--- config.mk ---
export PLATFORM = sky130hd
export DESIGN_NAME = ahb_lite_cmd_master
export DESIGN_NICKNAME = d
export VERILOG_FILES = /design/src/rtl/ahb_lite_cmd_master.sv
export SDC_FILE = /design/constraint.sdc
export NUM_CORES = 1
export LEC_CHECK = 0
export ABC_AREA = 1
export BUFFER_PORTS_ARGS = -buffer_cell sky130_fd_sc_hd__buf_2
export CORE_MARGIN = 10
export CORE_UTILIZATION = 35
export DETAILED_ROUTE_END_ITERATION = 10
export SLEW_MARGIN = 0
export SYNTH_ARGS = -nofsm -noshare
export SYNTH_HDL_FRONTEND = slang
export SYNTH_SLANG_ARGS = --single-unit
--- constraint.sdc ---
create_clock -name HCLK -period 3.02 [get_ports HCLK]
set_input_delay 0.302 -clock HCLK [delete_from_list [all_inputs] [get_ports HCLK]]
set_output_delay 0.302 -clock HCLK [all_outputs]
set_load 0.1 [all_outputs]
--- src/rtl/ahb_lite_cmd_master.sv ---
// AHB-Lite initiator: valid/ready single-transfer commands in, one in-order response pulse per command out.
// Latency 2 edges accept->rsp plus one per HREADY-low cycle; HREADY low freezes both stages and drops cmd_ready.
module ahb_lite_cmd_master (
    input  logic        HCLK,
    input  logic        HRESETn,
    input  logic        cmd_valid,
    output logic        cmd_ready,
    input  logic        cmd_write,
    input  logic [31:0] cmd_addr,
    input  logic [2:0]  cmd_size,
    input  logic [31:0] cmd_wdata,
    output logic        rsp_valid,
    output logic [31:0] rsp_rdata,
    output logic        rsp_err,
    output logic        busy,
    output logic        HSEL,
    output logic [31:0] HADDR,
    output logic [1:0]  HTRANS,
    output logic        HWRITE,
    output logic [2:0]  HSIZE,
    output logic [31:0] HWDATA,
    input  logic        HREADY,
    input  logic [31:0] HRDATA,
    input  logic        HRESP
);

    localparam logic [1:0] TR_IDLE   = 2'b00;
    localparam logic [1:0] TR_NONSEQ = 2'b10;

    // address stage
    logic [31:0] haddr_q, haddr_d;
    logic [1:0]  htrans_q, htrans_d;
    logic        hwrite_q, hwrite_d;
    logic [2:0]  hsize_q, hsize_d;
    logic        a_vld_q, a_vld_d;
    logic        a_lerr_q, a_lerr_d;
    logic [31:0] a_wdata_q, a_wdata_d;

    // data stage
    logic        d_vld_q, d_vld_d;
    logic        d_lerr_q, d_lerr_d;
    logic        d_write_q, d_write_d;
    logic [1:0]  d_lane_q, d_lane_d;
    logic [2:0]  d_size_q, d_size_d;
    logic [31:0] hwdata_q, hwdata_d;

    // response
    logic        rsp_valid_q, rsp_valid_d;
    logic        rsp_err_q, rsp_err_d;
    logic [31:0] rsp_rdata_q, rsp_rdata_d;

    logic        cmd_fire;
    logic        cmd_illegal;
    logic [31:0] cmd_wdata_rep;
    logic [31:0] rd_shift;
    logic [31:0] rd_lane;

    assign cmd_ready = HRESETn & HREADY;
    assign cmd_fire  = cmd_valid & cmd_ready;

    always_comb begin
        cmd_illegal   = 1'b0;
        cmd_wdata_rep = cmd_wdata;
        case (cmd_size)
            3'd0: begin
                cmd_illegal   = 1'b0;
                cmd_wdata_rep = {4{cmd_wdata[7:0]}};
            end
            3'd1: begin
                cmd_illegal   = cmd_addr[0];
                cmd_wdata_rep = {2{cmd_wdata[15:0]}};
            end
            3'd2: begin
                cmd_illegal   = |cmd_addr[1:0];
                cmd_wdata_rep = cmd_wdata;
            end
            default: begin
                cmd_illegal   = 1'b1;
                cmd_wdata_rep = cmd_wdata;
            end
        endcase
    end

    // Slave drives the full word; pick out the addressed lane and zero-extend.
    assign rd_shift = HRDATA >> {d_lane_q, 3'b000};

    always_comb begin
        rd_lane = rd_shift;
        case (d_size_q)
            3'd0:    rd_lane = {24'h0, rd_shift[7:0]};
            3'd1:    rd_lane = {16'h0, rd_shift[15:0]};
            default: rd_lane = rd_shift;
        endcase
    end

    always_comb begin
        haddr_d     = haddr_q;
        htrans_d    = htrans_q;
        hwrite_d    = hwrite_q;
        hsize_d     = hsize_q;
        a_vld_d     = a_vld_q;
        a_lerr_d    = a_lerr_q;
        a_wdata_d   = a_wdata_q;
        d_vld_d     = d_vld_q;
        d_lerr_d    = d_lerr_q;
        d_write_d   = d_write_q;
        d_lane_d    = d_lane_q;
        d_size_d    = d_size_q;
        hwdata_d    = hwdata_q;
        rsp_valid_d = 1'b0;
        rsp_err_d   = 1'b0;
        rsp_rdata_d = 32'h0;

        if (HREADY) begin
            if (cmd_fire) begin
                haddr_d   = cmd_addr;
                hwrite_d  = cmd_write;
                hsize_d   = cmd_size;
                // Illegal commands occupy a pipeline slot but never reach the bus.
                htrans_d  = cmd_illegal ? TR_IDLE : TR_NONSEQ;
                a_vld_d   = 1'b1;
                a_lerr_d  = cmd_illegal;
                a_wdata_d = cmd_wdata_rep;
            end else begin
                htrans_d  = TR_IDLE;
                a_vld_d   = 1'b0;
                a_lerr_d  = 1'b0;
            end

            d_vld_d   = a_vld_q;
            d_lerr_d  = a_lerr_q;
            d_write_d = hwrite_q;
            d_lane_d  = haddr_q[1:0];
            d_size_d  = hsize_q;
            hwdata_d  = a_wdata_q;

            if (d_vld_q) begin
                rsp_valid_d = 1'b1;
                rsp_err_d   = d_lerr_q | HRESP;
                rsp_rdata_d = (d_write_q || d_lerr_q || HRESP) ? 32'h0 : rd_lane;
            end
        end
    end

    always_ff @(posedge HCLK or negedge HRESETn) begin
        if (!HRESETn) begin
            haddr_q     <= 32'h0;
            htrans_q    <= TR_IDLE;
            hwrite_q    <= 1'b0;
            hsize_q     <= 3'd0;
            a_vld_q     <= 1'b0;
            a_lerr_q    <= 1'b0;
            a_wdata_q   <= 32'h0;
            d_vld_q     <= 1'b0;
            d_lerr_q    <= 1'b0;
            d_write_q   <= 1'b0;
            d_lane_q    <= 2'd0;
            d_size_q    <= 3'd0;
            hwdata_q    <= 32'h0;
            rsp_valid_q <= 1'b0;
            rsp_err_q   <= 1'b0;
            rsp_rdata_q <= 32'h0;
        end else begin
            haddr_q     <= haddr_d;
            htrans_q    <= htrans_d;
            hwrite_q    <= hwrite_d;
            hsize_q     <= hsize_d;
            a_vld_q     <= a_vld_d;
            a_lerr_q    <= a_lerr_d;
            a_wdata_q   <= a_wdata_d;
            d_vld_q     <= d_vld_d;
            d_lerr_q    <= d_lerr_d;
            d_write_q   <= d_write_d;
            d_lane_q    <= d_lane_d;
            d_size_q    <= d_size_d;
            hwdata_q    <= hwdata_d;
            rsp_valid_q <= rsp_valid_d;
            rsp_err_q   <= rsp_err_d;
            rsp_rdata_q <= rsp_rdata_d;
        end
    end

    assign HADDR     = haddr_q;
    assign HTRANS    = htrans_q;
    assign HSEL      = (htrans_q == TR_NONSEQ);
    assign HWRITE    = hwrite_q;
    assign HSIZE     = hsize_q;
    assign HWDATA    = hwdata_q;
    assign rsp_valid = rsp_valid_q;
    assign rsp_err   = rsp_err_q;
    assign rsp_rdata = rsp_rdata_q;
    assign busy      = a_vld_q | d_vld_q | rsp_valid_q;

endmodule

# After elaboration in Yosys (flattened, before gate mapping)
# Cells that the tools add are included.
# W data, S select, Z words.
[word_totals]
ff_bits = 146
input_bits = 105
[op_classes]
eq_ne = 4
n_shift = 1
muxes = 14
n_bitwise = 5
n_reduce_logical = 6
[op_table]
columns = ["cell", "count"]
rows = [
  ["$pmux W32 S2", 2],
  ["$mux W32", 3],
  ["$shr A32 B5 Y32", 1],
  ["$eq A3 B1 Y1 const B", 2],
  ["$logic_not A3 Y1", 2],
  ["$mux W1", 6],
  ["$mux W2", 2],
  ["$eq A3 B2 Y1 const B", 1],
  ["$or A1 B1 Y1", 3],
  ["$pmux W1 S3", 1],
  ["$and A1 B1 Y1", 2],
  ["$eq A2 B2 Y1 const B", 1],
  ["$logic_or A1 B1 Y1", 2],
  ["$reduce_and A2 Y1", 1],
  ["$reduce_or A2 Y1", 1],
]

# Longest topological paths before layout
# Gate-level depths: netlist of run 1.
[logic_depth]
ltp_word = 5
ltp_mapped = 7

# Worst setup path after synthesis of run 1
# OpenSTA, ideal clock, no wires.
[synth_path]
path_kind = "flip-flop to output port"
startpoint = "reg rsp_valid_q (netlist: rsp_valid)"
endpoint = "out busy"
t_arrival_ns = 1.655
required_time_ns = 2.718
setup_slack_ns = 1.063
stages_incl_launch_ff = 3
cell_sequence = "dfrtp_1 nor2_1 nand2_1"
[synth_via]
elab_chain_len = 1
[synth_rtl]
columns = ["element", "line", "rtl"]
rows = [
  ["from (decl)", "48", "logic rsp_valid_q, rsp_valid_d;"],
  ["from (signal assigned)", "177", "rsp_valid_q <= rsp_valid_d;"],
  ["$or A1 B1 Y1", "192", "assign busy = a_vld_q | d_vld_q | rsp_valid_q;"],
  ["to (decl)", "15", "output logic busy,"],
]
# Every way passes these cells.

# Worst setup path in the final report of run 1
[layout_path]
startpoint = "in HRESETn"
endpoint = "out cmd_ready"
[layout_via]
elab_chain_len = 1
[layout_rtl]
columns = ["element", "line", "rtl"]
rows = [
  ["from (decl)", "5", "input logic HRESETn,"],
  ["$and A1 B1 Y1", "58", "assign cmd_ready = HRESETn & HREADY;"],
  ["to (decl)", "7", "output logic cmd_ready,"],
]
# Every way passes these cells.

==> results of run 1 <==
[per-layer routing]
layer	vias to the layer above	wire length (um)	global-route usage, %
met5	-	13	0
met4	2	252	4.95
met3	21	1640	6.60
met2	186	8580	24.7
met1	2533	8270	20.1
li1	2702	-	-
[critical path, stage by stage]
cell,delay (ns)
dlygate4sd3_1,0.56
buf_6,0.34
nand2_1,0.18
inv_1,0.11
buf_2,0.45
[placed cells by master, fill, tap and decap left out, types with 2 or more instances in the layout]
| cell type | count |
|---|---|
| nand2_1 | 372 |
| buf_2 | 209 |
| dfrtp_1 | 145 |
| nor2_1 | 67 |
| o21ai_0 | 43 |
| nand3_1 | 35 |
| inv_1 | 34 |
| clkbuf_16 | 17 |
| or2_2 | 7 |
| buf_4 | 7 |
| inv_2 | 6 |
| inv_6 | 6 |
| clkinvlp_4 | 3 |
| diode_2 | 2 |
| o21ai_1 | 2 |
| bufinv_16 | 2 |
[registers in the layout (all words and copies together), names as in the netlist]
name       flops
d_write_q      1
a_wdata_q     32
HSIZE          3
rsp_rdata     32
d_lerr_q       1
a_vld_q        1
d_vld_q        1
rsp_valid      1
a_lerr_q       1
HTRANS         1
HADDR         32
d_size_q       3
HWRITE         1
HWDATA        32
d_lane_q       2
rsp_err        1
[what timing repair did]
action / CTS / global route
hold buffers: 1 / 0
endpoints found under the hold margin: 39 / 0
gates resized for setup: 0 / 0
[area by class of cell]
cell class	instances	area [sq um]	area share (%)
timing repair buffer	218	1120	14.1
clock inverter	13	149	1.88
antenna	2	5.00	0.0632
sequential	145	3630	45.8
inverter	41	154	1.94
tap	225	282	3.55
multi-input combinational	533	2150	27.1
clock buffer	18	439	5.54
[cell families (layout without fill, tap and decap cells)]
group,Yosys count,count (layout)
AO/OA/AOI/OAI,46,46
flip-flops,145,145
other,1,3
AND/OR/NAND/NOR,486,486
buffers and inverters,79,290
[path summary, 6_finish.rpt]
check / from / endpoint / slack, ns / depth (start not counted)
worst max-delay path: HRESETn / cmd_ready / 0.77 / 5
worst min-delay path: cmd_addr[6] / HADDR[6] / 0.07 / 3
worst max register to register: d_lerr_q / rsp_rdata[13] / 1.61 / 5
worst min register to register: HADDR[28] / HADDR[28] / 0.46 / 2
max in group asynchronous: HRESETn / HADDR[13] / 1.59 / 3
min in group asynchronous: HRESETn / a_wdata_q[0] / 0.37 / 2
[power by group through the flow]
| stage | clock (mW) | combinational (mW) | sequential, mW |
|---|---|---|---|
| 2_1_floorplan | 0 | 0.465 | 3.50 |
| 3_3_place_gp | 0 | 2.04 | 2.36 |
| 3_5_place_dp | 0 | 2.06 | 2.36 |
| 4_1_cts | 2.15 | 2.06 | 2.33 |
| 5_1_grt | 2.25 | 2.16 | 2.36 |
| 6_report | 2.11 | 2.03 | 2.33 |
[per-stage QoR]
step           hold slack, ns  power, mW  instance area [sq um]  setup WS, ns  utilization, %
2_1_floorplan         0.00641       3.96                   6150          1.06               -
3_3_place_gp            0.248       4.41                   7320          1.03            42.5
3_5_place_dp            0.244       4.42                   7320         0.953            42.5
4_1_cts                0.0564       6.54                   7920         0.708            45.9
5_1_grt                0.0664       6.77                   7920         0.529            45.9
6_report               0.0724       6.47                   7930         0.768            46.0
==> metrics.md, run 1 <==
| Metric | Value |
|---|---|
| Crit Path Max Fanout | 42 |
| Synth warnings | 0 |
| NetSw | 2.69 mW |
| Dominant synthesized flop cell | dfrtp_1 |
| Final #Nets | between 1000 and 1500 |
| Post-synthesis cell count | 757 |
| IO buf count | 210 |
| Post-synthesis xor/xnor area fraction | 0% |
| Status | complete, no violations |
| Seq/Total Area, Yosys | 59.0% |
| CTS Buf Count | 17 |
| Routed WL | 18.8 mm |
| CTS root buffer | clkbuf_16 |
| Drt pass-1 iters | 4 |
| Flops & latches, synth | about 150 |
| Layout cells sized above 1 | 27.4% |
| Most numerous cell in the Yosys netlist | nand2_1 |
| Synth Area in Compound Gates | under 10% |
| Post-synth top area cell | dfrtp_1 |
| Post-synthesis net count | 862 |
| Main area contributors after synthesis | dfrtp_1 (59%), nand2_1 (23%), nor2_1 (4.1%) |
| Cell internal pwr | approximately 3.8 mW |
| Post-layout min period | 2.25 ns |
| Final setup fails | 0 |
| Worst hold path class | in2reg |
| Routability congestion estimate | ~0.8 |
| DR vias/cell | 4.56 |
| Mux cell area share after synthesis | 0% |
| Switching share of power | 41.6% |
| RSZ-0062 raised after global routing | no |
| Logic pwr share | 31.4% |
| Cell Area, Synth | 6150 sq um |
| Final Max Slew Viols | 0 |
| Main combinational cell family by area after synthesis | simple AND/OR/NAND/NOR gates |
| Crit path kind | in2out |
| List of most frequent post-synthesis cells | nand2_1 (372), dfrtp_1 (145), nor2_1 (67), o21ai_0 (43) |
| Clk_lat worst skew | 0.42 ns |
| Slew margin rel. | about two fifths |
| Setup crit end kind | primary output |
| Crit path DAT | 1.95 ns |
| Clock buffer depth | 2 |
| Largest net degree at the start of global routing | 74 |
| PwrDens | 817 nW/um^2 |
| Final Hold Fails | 0 |
| Vias post-DR | 5444 |
| EDFF count, synth | 0 |
| Max Cap Viol | 0 |
| Antenna violation net count after detailed routing | 0 |
| Num rows | 48 |
| Drt drc | 0 |
| Initial core utilization | a little over a third |
| Flop pwr share | about 36% |
| Tcrit/Tclk final | 74.6% |
| Post-route setup TNS | 0 ns |
| P&R area growth vs syn | 28.8% |
| Die Y | 153 um |
| First-pass GRT wire length | about 30 mm |
| Worst Tran Pin Value | 0.878 ns |
| Synth Area in Simple Gates | 31.0% |
| Total grt overflow | 0 |
| Static Leak | 4.62 nW |
| Netlist cell types | 20 |
| Initial DRC Count | 282 |
| Post-synth top area share | 59.0% |
| Clock power share | 32.6% |
| Number of global-route vias before repair | 5585 |
| Max VDD drop | 0.494 mV |
| Ys async rst share | 100% |
| I/O pin cnt | 212 |
| Die width | approximately 150 um |
| Clock sink total | 145 |
| Avg Cell Area, Syn | 8.13 sq um |
| Fillcell total | around 1800 |
| Final Non-Filler Cells | about 1200 |
| Worst EP required | 2.72 ns |
| Setup Buffers After CTS | 0 |
| Fmax | 444 MHz |
| CTS tree | yes |
| Clock Skew | a little under 0.01 ns |
| Initial antenna violation count | 3 |
| Htree depth | 4 |
| Core Area | about 17000 sq um |
| Gr usage total | 16.1% |
| CP Launch Type | input port |
| Die area | 23300 sq um |
| Placed insts | about 1200 |
| Adder-cell share of the synthesized area | 0% |
| Post-DR wirelength/cell | 15.7 um |
| Detailed placement HPWL | about 14 mm |
| Clock slew at reported path FFs | 0.06 ns |
No activity file was read; power rests on OpenSTA's default activity.
==> run 2: changes to the inputs <==
- clock period: 3.02 -> 2.2 ns (I/O delays scaled with it)
==> metrics.md, run 2 (synthesized netlist as in run 1, its figures left out) <==
| Metric | Value |
|---|---|
| Max VDD drop | 0.642 mV (was 0.494 mV) |
| Status | complete, no violations (unchanged) |
| PwrDens | 1080 nW/um^2 (was 817 nW/um^2) |
| Final #Nets | 1092 (was 1061) |
| CTS tree | yes (unchanged) |
| Clock buffer depth | 2 (unchanged) |
| Crit Path Max Fanout | 43 (was 42) |
| P&R area growth vs syn | 34.7% (was 28.8%) |
| Setup Buffers After CTS | 0 (unchanged) |
| Post-layout min period | 1.58 ns |
| Antenna violation net count after detailed routing | 0 (unchanged) |
| Sequential standard cell area | 3630 sq um (unchanged) |
| Fin area | 8290 sq um (was 7930 sq um) |
| Number of global-route vias before repair | 5637 (was 5585) |
| Clock Skew | 0.00598 ns (was 0.00972 ns) |
| I/O pin cnt | 212 (unchanged) |
| Worst EP required | 2.53 ns (was 2.72 ns) |
| Logic pwr share | 31.9% (was 31.4%) |
| Max Cap Viol | 0 (unchanged) |
| First-pass GRT wire length | 31.5 mm (was 30.3 mm) |
| Worst Tran Pin Value | 0.808 ns (was 0.878 ns) |
| Switching share of power | 42.6% (was 41.6%) |
| Drt pass-1 iters | 5 (was 4) |
| Crit path DAT | 1.91 ns (was 1.95 ns) |
| Most common cell on crit path | nand2_1 |
| IO buf count | 210 (unchanged) |
| Layout cells sized above 1 | 26.7% (was 27.4%) |
| CTS root buffer | clkbuf_16 (unchanged) |
| Largest net degree at the start of global routing | 146 (was 74) |
| Final Max Slew Viols | 0 (unchanged) |
| Gr usage total | 16.7% (was 16.1%) |
| Die area | 23300 sq um (unchanged) |
| Final Non-Filler Cells | 1226 (was 1195) |
| NetSw | 3.82 mW (was 2.69 mW) |
| Commonest non-fill, non-tap cell in the layout | nand2_1 (unchanged) |
| Die Y | 153 um (unchanged) |
| Hold Slack | 0.0234 ns (was 0.0724 ns) |
| CP bufs+invs | 4 (unchanged) |
| Routability congestion estimate | 0.816 (was 0.800) |
| Core Area | 17200 sq um (unchanged) |
| Setup crit end kind | flop (was primary output) |
| Critical path's top delay family | buffers and inverters (unchanged) |
| Fmax | 634 MHz |
| Final worst slack | 0.622 ns (was 0.768 ns) |
| Clock sink total | 145 (unchanged) |
| Clk_lat worst skew | 0.42 ns (about the same) |
| Final Hold Fails | 0 (unchanged) |
| Vias post-DR | 5533 (was 5444) |
| CP cell instances | dlygate4sd3_1, buf_6, nand2_1, nor2_4, inv_2, buf_12, nand2_1, o21ai_0 (was dlygate4sd3_1, buf_6, nand2_1, inv_1, buf_2) |
| CP Launch Type | input port (unchanged) |
| Initial DRC Count | 363 (was 282) |
| Fillcell total | 1727 (was 1779) |
| Final setup fails | 0 (unchanged) |
| DR vias/cell | 4.51 (was 4.56) |
| Tcrit/Tclk final | between 70% and 80% |
| Die width | 153 um (unchanged) |
| Num rows | 48 (unchanged) |
| Initial antenna violation count | 2 (was 3) |
| Static Leak | 4.78 nW (was 4.62 nW) |
| Cell internal pwr | 5.14 mW (was 3.78 mW) |
| Clock power share | 32.5% (was 32.6%) |
| Drt drc | 0 (unchanged) |
| Post-DR wirelength/cell | 15.9 um (was 15.7 um) |
| # hold bufs at CTS | 30 (was 1) |
| Final core utilization | 48.1% (was 46.0%) |
| Worst hold path class | in2reg (unchanged) |
| CTS Buf Count | 17 (unchanged) |
| Dpl ws | 0.659 ns (was 0.953 ns) |
| Detailed placement HPWL | 13.8 mm (was 13.6 mm) |
| Post-route setup TNS | 0 ns (unchanged) |
| Crit path kind | in2reg (was in2out) |
| CP peak stage delay | 0.55 ns (was 0.56 ns) |
| Clock slew at reported path FFs | 0.07 ns (was 0.06 ns) |
| Most frequent cells in the layout | nand2_1 (372), buf_2 (208), dfrtp_1 (145) (was nand2_1 (372), buf_2 (209), dfrtp_1 (145)) |
| Initial core utilization | 35.7% (unchanged) |
| Slowest CP cell | dlygate4sd3_1 (unchanged) |
| Routed WL | 19.5 mm (was 18.8 mm) |
| Total grt overflow | 0 (unchanged) |
| Post_cts resized | 0 (unchanged) |
| Slew margin rel. | 46.2% (was 41.4%) |
| RSZ-0062 raised after global routing | no (unchanged) |
| Htree depth | 4 (unchanged) |
| Placed insts | 1162 (was 1161) |
| Area after DPL | 7380 sq um (was 7320 sq um) |
| Multi-input combinational cell area | 2150 sq um (unchanged) |
| Flop pwr share | 35.7% (was 36.0%) |
| Overall Power | 8.96 mW (was 6.47 mW) |
run 2: cell count changes in the layout (fill, tap and decap cells not counted), moves of 2 or more:
cell / delta
dlygate4sd3_1: +30
buf_12: +4
inv_8: +4
clkinvlp_4: -3
buf_4: -2
clkinv_4: +2
run 2: area by class of cell:
class | instances | share of cell area (%)
diodes | 1 | 0.0302
clock buffers | 17 | 5.13
clock inverters | 15 | 2.01
inverters | 41 | 1.86
multi-input cells | 533 | 25.9
flip-flops and latches | 145 | 43.8
well taps | 225 | 3.40
repair buffers | 249 | 17.9
run 2: final timing paths:
path,from,end,slack (ns),cells past startpoint
setup / recovery,HRESETn,a_wdata_q[20],0.62,8
hold / removal,cmd_addr[18],HADDR[18],0.02,3
setup reg to reg,d_lane_q[0],rsp_rdata[13],0.68,6
hold reg to reg,HWDATA[21],HWDATA[21],0.46,2
max in group asynchronous,HRESETn,HADDR[29],1.09,3
min in group asynchronous,HRESETn,rsp_rdata[0],0.50,3
run 2: power groups by stage:
stage	Clock, mW	Combinational (mW)	Sequential, mW
after floorplan	0	0.639	4.80
after global placement	0	2.83	3.24
after detailed placement	0	2.84	3.24
after CTS	2.98	2.89	3.20
after global routing	3.11	3.05	3.24
final	2.91	2.86	3.20
run 2: worst min-delay path, stage by stage:
cell and delay, ns:
buf_2 0.08, nand2_1 0.06, nand2_1 0.06
run 2: layer usage:
layer	track usage [%]	up-vias	routed length (um)
met4	4.09	2	182
met3	6.72	16	1650
met2	26.0	189	9100
li1	-	2771	-
met1	21.3	2555	8520
met5	0	-	13
==> run 3: changes to the inputs <==
- clock period: 2.2 -> 1.3 ns (I/O delays scaled with it)
==> metrics.md, run 3 (synthesized netlist as in run 1, its figures left out) <==
| Metric | Value |
|---|---|
| Worst Tran Pin Value | 0.785 ns (was 0.808 ns) |
| Final worst slack | -0.0281 ns (was 0.622 ns) |
| Critical Path End | busy (was a_wdata_q[20]) |
| Flop pwr share | 35.3% (was 35.7%) |
| Sequential standard cell area | 3630 sq um (about the same) |
| Crit path DAT | 1.20 ns (was 1.91 ns) |
| Multi-input combinational cell area | 2160 sq um (was 2150 sq um) |
| Initial DRC Count | 233 (was 363) |
| P&R area growth vs syn | 46.4% (was 34.7%) |
| Post-DR wirelength/cell | 15.4 um (was 15.9 um) |
| I/O pin cnt | 212 (unchanged) |
| CP Launch Type | flop (was input port) |
| Die width | 153 um (unchanged) |
| Die area | 23300 sq um (unchanged) |
| PwrDens | 1720 nW/um^2 (was 1080 nW/um^2) |
| Clock buffer depth | 2 (unchanged) |
| Worst hold path class | in2reg (unchanged) |
| Worst EP required | 1.17 ns (was 2.53 ns) |
| Setup crit end kind | primary output (was flop) |
| NetSw | 6.36 mW (was 3.82 mW) |
| Clock slew at reported path FFs | 0.06 ns (was 0.07 ns) |
| Routability congestion estimate | 0.819 (was 0.816) |
| Clock Skew | 0.0113 ns (was 0.00598 ns) |
| Num rows | 48 (unchanged) |
| Largest net degree at the start of global routing | 146 (unchanged) |
| Final Max Slew Viols | 0 (unchanged) |
| Htree depth | 4 (unchanged) |
| Initial antenna violation count | 1 (was 2) |
| Switching share of power | 41.0% (was 42.6%) |
| Drt drc | 0 (unchanged) |
| Total grt overflow | 0 (unchanged) |
| Clk_lat worst skew | 0.42 ns (about the same) |
| Clock power share | 30.0% (was 32.5%) |
| Clock sink total | 145 (unchanged) |
| Max Cap Viol | 0 (unchanged) |
| Hold Slack | 0.0137 ns (was 0.0234 ns) |
| Status | finished with violations (was complete, no violations) |
| Worst hold start | cmd_addr[1] (was cmd_addr[18]) |
| Most frequent cells in the layout | nand2_1 (370), dfrtp_1 (143), buf_2 (103) (was nand2_1 (372), buf_2 (208), dfrtp_1 (145)) |
| DR vias/cell | 4.49 (was 4.51) |
| CP Launch Point | rsp_valid (was HRESETn) |
| Cell internal pwr | 9.15 mW (was 5.14 mW) |
| Antenna violation net count after detailed routing | 0 (unchanged) |
| RSZ-0062 raised after global routing | yes (was no) |
| Logic pwr share | 34.8% (was 31.9%) |
| Tcrit/Tclk final | 102% |
| Slew margin rel. | 47.6% (was 46.2%) |
| Die Y | 153 um (unchanged) |
| Setup Buffers After CTS | 0 (unchanged) |
| Crit path kind | reg2out (was in2reg) |
| Final #Nets | 1117 (was 1092) |
| Fillcell total | 1630 (was 1727) |
| Final core utilization | 52.3% (was 48.1%) |
| Max VDD drop | 0.980 mV (was 0.642 mV) |
| Routed WL | 19.2 mm (was 19.5 mm) |
| CTS Buf Count | 17 (unchanged) |
| R2R Path End | rsp_rdata[2] (was rsp_rdata[13]) |
| Core Area | 17200 sq um (unchanged) |
| Setup slack, reg-to-reg | 0.09 ns (was 0.68 ns) |
| Fmax | roughly 750 MHz |
| Failing checks | setup timing |
| R2r startpoint | d_lane_q[0] (unchanged) |
| Crit Path Max Fanout | 2 (was 43) |
| Post-layout min period | between 1 and 1.5 ns |
| CTS tree | yes (unchanged) |
| Static Leak | 4.99 nW (was 4.78 nW) |
| Inserted Diodes | 0 (was 1) |
| Layout cells sized above 1 | 27.9% (was 26.7%) |
| IO buf count | 210 (unchanged) |
| Final setup fails | 1 (was 0) |
| Final Hold Fails | 0 (unchanged) |
| Vias post-DR | 5615 (was 5533) |
| Commonest non-fill, non-tap cell in the layout | nand2_1 (unchanged) |
| CTS root buffer | clkbuf_16 (unchanged) |
| Gr usage total | 16.2% (was 16.7%) |
| Initial core utilization | 35.7% (unchanged) |
| Number of global-route vias before repair | 5803 (was 5637) |
| Drt pass-1 iters | 5 (unchanged) |
| First-pass GRT wire length | 30.9 mm (was 31.5 mm) |
| Detailed placement HPWL | 13.8 mm (about the same) |
| Worst Reg-to-Reg Cells | 5 (was 6) |
==> run 3: cell types whose count changed in the layout (fill, tap and decap cells not counted), moves of 5 or more <==
cell,change
buf_2,-105
buf_4,+93
buf_12,+21
dlygate4sd3_1,+11
clkbuf_4,+5
==> run 3: metal layers <==
layer | vias up | share of wire, % | global-route usage (%)
li1 | 2809 | - | -
met1 | 2581 | 44 | 20.1
met2 | 205 | 47 | 25.8
met3 | 18 | 8.4 | 6.35
met4 | 2 | 1.3 | 4.04
met5 | - | 0.068 | 0
==> run 3: how the worst min path moves through the flow <==
stage / end / slack (ns) / cells after the start
floorplan: HADDR[0] / -0.17 / 0
global placement: HADDR[6] / 0.33 / 3
detailed placement: HADDR[10] / 0.33 / 3
CTS: d_write_q / 0.002 / 3
global route: HADDR[1] / 0.03 / 3
finish: HADDR[1] / 0.01 / 3
==> run 3: cell type report <==
type / instances / area share, %
Multi-Input combinational cell: 533 / 24.0
Tap cell: 225 / 3.13
Sequential cell: 145 / 40.3
Clock buffer: 18 / 4.77
Inverter: 41 / 1.71
Timing Repair Buffer: 274 / 24.7
Clock inverter: 14 / 1.46
==> run 3: critical path, cell delays in order (launching register included) <==
cell,delay (ns)
dfrtp_2,0.43
nor2_2,0.09
nand2_2,0.08
buf_12,0.17
==> run 3: power by group through the flow <==
stage	Sequential (mW)	Clock, mW	Combinational (mW)
6_report	5.47	4.65	5.39
4_1_cts	5.47	4.79	5.43
3_3_place_gp	5.51	0	5.14
2_1_floorplan	8.13	0	1.08
5_1_grt	5.55	4.95	5.71
3_5_place_dp	5.52	0	5.16
==> run 3: through the flow <==
stage	setup slack [ns]	power, mW	cells	cell area, sq um	setup TNS, ns
6_report	-0.0281	15.5	1250	9010	-0.0281
5_1_grt	-0.0768	16.2	1250	9010	-0.0768
4_1_cts	-0.0974	15.7	1250	8980	-0.275
3_5_place_dp	0.00721	10.7	1176	7790	0
3_3_place_gp	0.00929	10.6	1176	7790	0
2_1_floorplan	0.0110	9.21	757	6160	0
==> run 3: repair_timing <==
| item | 4_1_cts | 5_1_grt |
|---|---|---|
| gates resized for setup | 84 | 12 |
| endpoints found under the setup margin | 86 | 26 |
| hold buffers | 42 | 0 |
| pin swaps | 1 | 1 |
| endpoints found under the hold margin | 187 | 0 |
